## src/rtl/array_element_streamer.sv

```systemverilog
// Snapshots a 2-D signed array on start and streams its elements out row-major
// over a valid/ready handshake, tagging each beat with its row, column and last flag.
module array_element_streamer #(
    parameter int NROWS = 2,
    parameter int NCOLS = 2,
    parameter int WIDTH = 16,
    localparam int RW = (NROWS > 1) ? $clog2(NROWS) : 1,
    localparam int CW = (NCOLS > 1) ? $clog2(NCOLS) : 1
) (
    input  logic                    clk,
    input  logic                    rst,
    input  logic                    start,
    input  logic signed [WIDTH-1:0] a [NROWS][NCOLS],
    output logic                    busy,
    output logic signed [WIDTH-1:0] xout,
    output logic                    xvalid,
    input  logic                    xready,
    output logic [RW-1:0]           row,
    output logic [CW-1:0]           col,
    output logic                    xlast
);

    localparam logic [0:0] IDLE   = 1'b0;
    localparam logic [0:0] STREAM = 1'b1;

    localparam logic [RW-1:0] LAST_ROW = RW'(NROWS - 1);
    localparam logic [CW-1:0] LAST_COL = CW'(NCOLS - 1);
    localparam logic          SINGLE   = (NROWS * NCOLS == 1);

    logic [0:0]              state;
    logic signed [WIDTH-1:0] snap [NROWS][NCOLS];
    logic [RW-1:0]           next_row;
    logic [CW-1:0]           next_col;
    logic                    next_last;

    // Row-major successor of the current index; only used when the current beat is not last.
    always_comb begin
        next_row = row;
        next_col = col + 1'b1;
        if (col == LAST_COL) begin
            next_col = '0;
            next_row = row + 1'b1;
        end
        next_last = (next_row == LAST_ROW) && (next_col == LAST_COL);
    end

    always_ff @(posedge clk or posedge rst) begin
        if (rst) begin
            state  <= IDLE;
            busy   <= 1'b0;
            xvalid <= 1'b0;
            xout   <= '0;
            row    <= '0;
            col    <= '0;
            xlast  <= 1'b0;
            for (int r = 0; r < NROWS; r++) begin
                for (int c = 0; c < NCOLS; c++) begin
                    snap[r][c] <= '0;
                end
            end
        end else begin
            case (state)
                IDLE: begin
                    if (start) begin
                        // The first element comes straight from a since snap loads on this same edge.
                        snap   <= a;
                        state  <= STREAM;
                        busy   <= 1'b1;
                        xvalid <= 1'b1;
                        xout   <= a[0][0];
                        row    <= '0;
                        col    <= '0;
                        xlast  <= SINGLE;
                    end
                end
                STREAM: begin
                    if (xvalid && xready) begin
                        if (xlast) begin
                            state  <= IDLE;
                            busy   <= 1'b0;
                            xvalid <= 1'b0;
                            xlast  <= 1'b0;
                        end else begin
                            row   <= next_row;
                            col   <= next_col;
                            xout  <= snap[next_row][next_col];
                            xlast <= next_last;
                        end
                    end
                end
                default: state <= IDLE;
            endcase
        end
    end

endmodule

```

## config.mk

```make
export PLATFORM = sky130hd
export DESIGN_NAME = array_element_streamer
export DESIGN_NICKNAME = d
export VERILOG_FILES = /design/src/rtl/array_element_streamer.sv
export SDC_FILE = /design/constraint.sdc
export NUM_CORES = 1
export LEC_CHECK = 0
export CORE_MARGIN = 5
export CORE_UTILIZATION = 40
export CTS_CLUSTER_SIZE = 30
export DETAILED_ROUTE_END_ITERATION = 16
export PLACE_DENSITY = 0.7
export REMOVE_ABC_BUFFERS = 1
export SLEW_MARGIN = 20
export SYNTH_ARGS = -nofsm -noshare
export SYNTH_HDL_FRONTEND = slang
export SYNTH_SLANG_ARGS = --single-unit
```

## constraint.sdc

```tcl
create_clock -name clk -period 2.95 [get_ports clk]
set_input_delay 0.295 -clock clk [delete_from_list [all_inputs] [get_ports clk]]
set_output_delay 0.295 -clock clk [all_outputs]
set_load 0.05 [all_outputs]
```

=== Yosys cells after proc, flatten, opt, wreduce, memory -nomap -nowiden ===
Cells that the tools add are included.

* Bitwise gates (word level): 3
* Reductions and logical operators: 6
* Multiplexer cells: 30
* $add $sub $neg: 2
* Divide/modulo/power cells: 0
* $lt $le $gt $ge: 2
* Equal/unequal tests: 4
* Multiply operators: 0
* Shifts and indexed selects: 0

{| class="wikitable"
|+ Operator list
! operator !! count
|-
| two-way mux 16 bit || 6
|-
| two-way mux 32 bit || 3
|-
| case mux 16 bit (2 select lines) || 1
|-
| two-way mux 1 bit || 15
|-
| case mux 1 bit (2 select lines) || 5
|-
| inequality test 2 bit, second input constant || 3
|-
| AND reduction 3 bit || 2
|-
| greater-or-equal comparator 2 bit, second input constant || 2
|-
| inverter 1 -> 2 bit || 2
|-
| AND reduction 2 bit || 2
|-
| adder 1 bit, second input constant || 2
|-
| logical AND 1 bit || 2
|-
| inequality test 2 x 1 -> 1 bit, second input constant || 1
|-
| inverter 1 bit || 1
|}

* Output and inout port bits: 21
* Input port bits: 68
* Memories kept: 0
* Logic and storage cells: 57
* Memory bits (writable): 0
* Bits in latches: 0
* Bits in registers: 85
* ROM bits: 0

=== Longest topological paths before layout ===
* Depth after elaboration: 12
* Depth in mapped cells: 9
* Gate-level depth less buffers: 5

=== Worst setup path after synthesis ===
Ideal clock, no wire load.

* Path kind: register -> register
* Start point: register col
* End point: register xout[15]
* Stages on the path, launching flop included: 9
* Period minus slack after synthesis: 2598 ps
* Path slack: 352 ps
* Data arrival time: 2472 ps
* Library setup time: 126 ps
* Path buffers: 3
* Cell sequence: dfrtp_1 -> buf_6 -> buf_12 -> inv_1 -> ha_1 -> clkbuf_1 -> mux4_1 -> and2_1 -> a221o_1

* Longest elaborated chain between the ends: 11
* Elaborated cells between the ends (all ways): 14
* Those cells by class: add/sub: 1; mux: 11; bitwise: 2

{| class="wikitable"
|+ Ends and longest elaborated chain
! item !! RTL line !! RTL
|-
| start: declaration || 19 || <nowiki>output logic [CW-1:0] col,</nowiki>
|-
| start signal: assignment || 85 || <nowiki>col <= next_col;</nowiki>
|-
| two-way mux 1 bit || 40 || <nowiki>if (col == LAST_COL) begin</nowiki>
|-
| inverter 1 -> 2 bit (implied by the code) || 86 || <nowiki>xout <= snap[next_row][next_col];</nowiki>
|-
| two-way mux 32 bit (implied by the code) (3 in series) || 86 ||
|-
| two-way mux 16 bit (implied by the code) (*) (3 in series) || 86 ||
|-
| two-way mux 16 bit (*) || 78 || <nowiki>if (xlast) begin</nowiki>
|-
| two-way mux 16 bit (*) || 77 || <nowiki>if (xvalid && xready) begin</nowiki>
|-
| case mux 16 bit (2 select lines) (*) || 62 || <nowiki>case (state)</nowiki>
|-
| end signal: assignment || 70 || <nowiki>xout <= a[0][0];</nowiki>
|-
| end signal: assignment || 86 ||
|-
| end: declaration || 15 || <nowiki>output logic signed [WIDTH-1:0] xout,</nowiki>
|}

Mark *: on every way between the ends. The rest lies on a longest branch, timed or not. The select of a mux whose other input is x is not followed.
A chain may end at the register's enable or synchronous reset.

=== Worst setup path after layout ===
* Start point: register col
* End point: output port col

No word-level cell between the ends.

==> summary.md <==
| Metric | Value |
|---|---|
| Status | completed |
| Achievable Freq | 0.463 GHz |
| Global route overflow | 0 |
| First DRT Iteration DRCs | 65 |
| CP Max Fanout | 18 |
| Placed cell areas | between 0.004 and 0.005 mm2 |
| Clock Root Buffer | clkbuf_8 |
| Resized Gates After CTS | 0 |
| Average cell area after synthesis | 15.9 um2 |
| Hold slack | just over 0.3 ns |
| Die W | around 110 um |
| CP Capture Type | output pin |
| R2R Setup Slk | approximately 0.9 ns |
| Post-synth ARST share | between 90% and 100% |
| RSZ-0062 raised after global routing | false |
| Layout area overhead | 32.5% |
| Setup crit start | col |
| Synth Instances | 235 |
| Final Hold Vio Count | 0 |
| Max stage delay on crit path | around 0.87 ns |
| ANT cells | 0 |
| Total Routing Usage GR | 14.2% |
| Std cell rows | 35 |
| Worst Tran Pin Value | approximately 0.83 ns |
| Worst Hold Class | input pin to asynchronous set/reset pin |
| Vias | between 2000 and 2500 |
| Largest net degree at the start of global routing | 56 |
| Worst vdd ir | 0.390 mV |
| Clock sinks | 85 |
| Clock Pin Slew Worst Setup and Hold Paths | 0.08 ns |
| Met2 usage | a little under a quarter |
| Leakage | 0.00204 uW |
| Hold_buf cts | 0 |
| Final period util | between 70% and 80% |
| Die area | ~0.011 mm2 |
| Crit path time final | between 2 and 2.5 ns |
| CTS tree | done |
| Yosys reg bits | between 80 and 90 |
| Average wire per standard cell | ~17 um |
| Post-CTS Setup Repair Bufs | 0 |
| Residual DRC | 0 |
| Relative slew slack | ~44% |
| Pwr dens | 1060 mW/mm2 |
| DPL Wire Length | slightly above 5000 um |
| Placer Congestion | 0.750 |
| Max-Cap Viols | 0 |
| Skew final | between 0.01 and 0.015 ns |
| Crit path cell chain | buf_4 -> clkdlybuf4s50_1 |
| Cell area after synthesis | 0.00374 mm2 |
| Setup TNS | 0 ns |
| DR pass1 iterations | 4 |
| Vias/cell | between 5 and 6 |
| CTS Buf Count | 9 |
| I/O pins | 89 |
| Startpoint class of the critical path | register |
| Max-slew violation count | 0 |
| Setup Viol. Count Final | 0 |
| R2R Path End | xout[5] |
| Post-synthesis sequential area ratio | a little under three fifths |
| Layout cells sized above 1 | around 29% |
| Max Buffers Root-to-Sink | 2 |
| Total core area | slightly above 0.009 mm2 |
| Worst-case reg-to-reg path depth | 5 |
| H-tree Lvls | 3 |
| Ys Warns | 0 |
| Initial antenna violation count | 0 |
| WP data required | approximately 2.7 ns |
| Critical path's slowest cell | clkdlybuf4s50_1 |
| Crit path DAT | around 1.9 ns |
| Ys flop type | dfrtp_1 |
| GR Util met3 | ~4% |
| Port bufs | 88 |
| Worst-skew pair later-pin latency | around 0.35 ns |
| Nets | around 390 |
| Design Area, Final | 0.00495 mm2 |
| R2R Path Start | row |
| GR peak layer | met2 |
| GR Util met1 | 18.3% |
| Vias in the first global route | approximately 2500 |
| Worst Setup EP | col |
| Remaining antenna violation count | 0 |
| Yosys cell types | 25 |
| Critical path class | register to output pin |
| Post-synth EDFFs | 0 |
| Global-route wire length before repair | ~12000 um |
| DRT Wirelength | 7550 um |
| Initial Util | between 40% and 50% |
| Die H | between 100 and 150 um |
[placed cells by master (no fill, tap or decap), drive strengths merged, types with 2 or more instances in the layout]
cell type / netlist / final
a221o: 16 / 16
and2: 16 / 16
and4b: 2 / 2
buf: 12 / 6
bufinv: 0 / 3
clkbuf: 5 / 11
clkdlybuf4s50: 0 / 88
dfrtp: 85 / 85
inv: 3 / 2
mux2: 65 / 65
mux4: 16 / 16
nand2: 2 / 2
nand2b: 2 / 2
nor2: 2 / 2
o21ai: 2 / 2
[per-stage QoR]
| step | setup slack (ns) | power (uW) | instances | utilization, % |
|---|---|---|---|---|
| floorplan | -2.65 | 3670 | 218 | - |
| global placement | 0.883 | 4290 | 423 | 51.6 |
| detailed placement | 0.851 | 4360 | 423 | 51.6 |
| CTS | 0.725 | 5330 | 438 | 54.1 |
| global route | 0.674 | 5570 | 438 | 54.1 |
| finish | 0.788 | 5250 | 438 | 54.1 |
[cells in the mapped netlist, types with 2 or more instances]
library cell	count	area [um2]
mux4_1	9	236
mux2_2	65	732
and2_1	7	43.8
clkbuf_1	5	18.8
o21ai_0	2	10.0
and2_0	9	56.3
nor2_1	2	7.51
buf_2	9	45.0
nand2_1	2	7.51
mux4_2	7	158
a221o_1	16	160
nand2b_1	2	12.5
and4b_1	2	20.0
inv_1	3	11.3
dfrtp_1	85	2130
[power breakdown]
group | switching, uW | internal [uW]
registers | 308 | 1750
logic | 1020 | 1220
clock network | 397 | 559
[cell families (layout without fill, tap and decap cells)]
family,count (synthesis),in the layout,synth area share [%]
adders and majority gates,1,1,0.335
DFF,85,85,56.9
muxes,81,81,30.1
buffers and inverters,20,112,3.05
AOI/OAI and AO/OA,22,22,5.29
and+or+nand+nor,26,26,4.25
[registers in the layout, indices dropped and copies added, names as in the netlist]
register,cells
row,1
xlast,1
xvalid,1
col,1
snap,64
xout,16
state,1
[area by class of cell]
type                    count  area (um2)
clock buffers              11         131
well taps                 111         139
clock inverters             4        97.6
inverters                   3        12.5
fillers                   777        4200
multi-input cells         130        1510
repair buffers             94         938
flip-flops and latches     85        2130
[critical path: cells and delay by family, from the launching register on]
family   cells  cell delay (ns)
buf+inv      2             1.18
flops        1             0.34
[worst min-delay path by stage]
stage,startpoint,to,slack [ns]
after floorplan,start,xlast,0.40
after global placement,snap[45],snap[45],0.48
after detailed placement,snap[30],snap[30],0.49
after CTS,rst,snap[35],0.30
after global routing,rst,snap[35],0.34
final,rst,snap[35],0.30
[metal layers]
layer / share of wire (%) / vias to the layer above
met2: 49 / 58
met1: 44 / 1150
li1: - / 1053
met4: 1.6 / 0
met3: 5.4 / 11
met5: 0 / -
(Power assumes the default switching activity.)
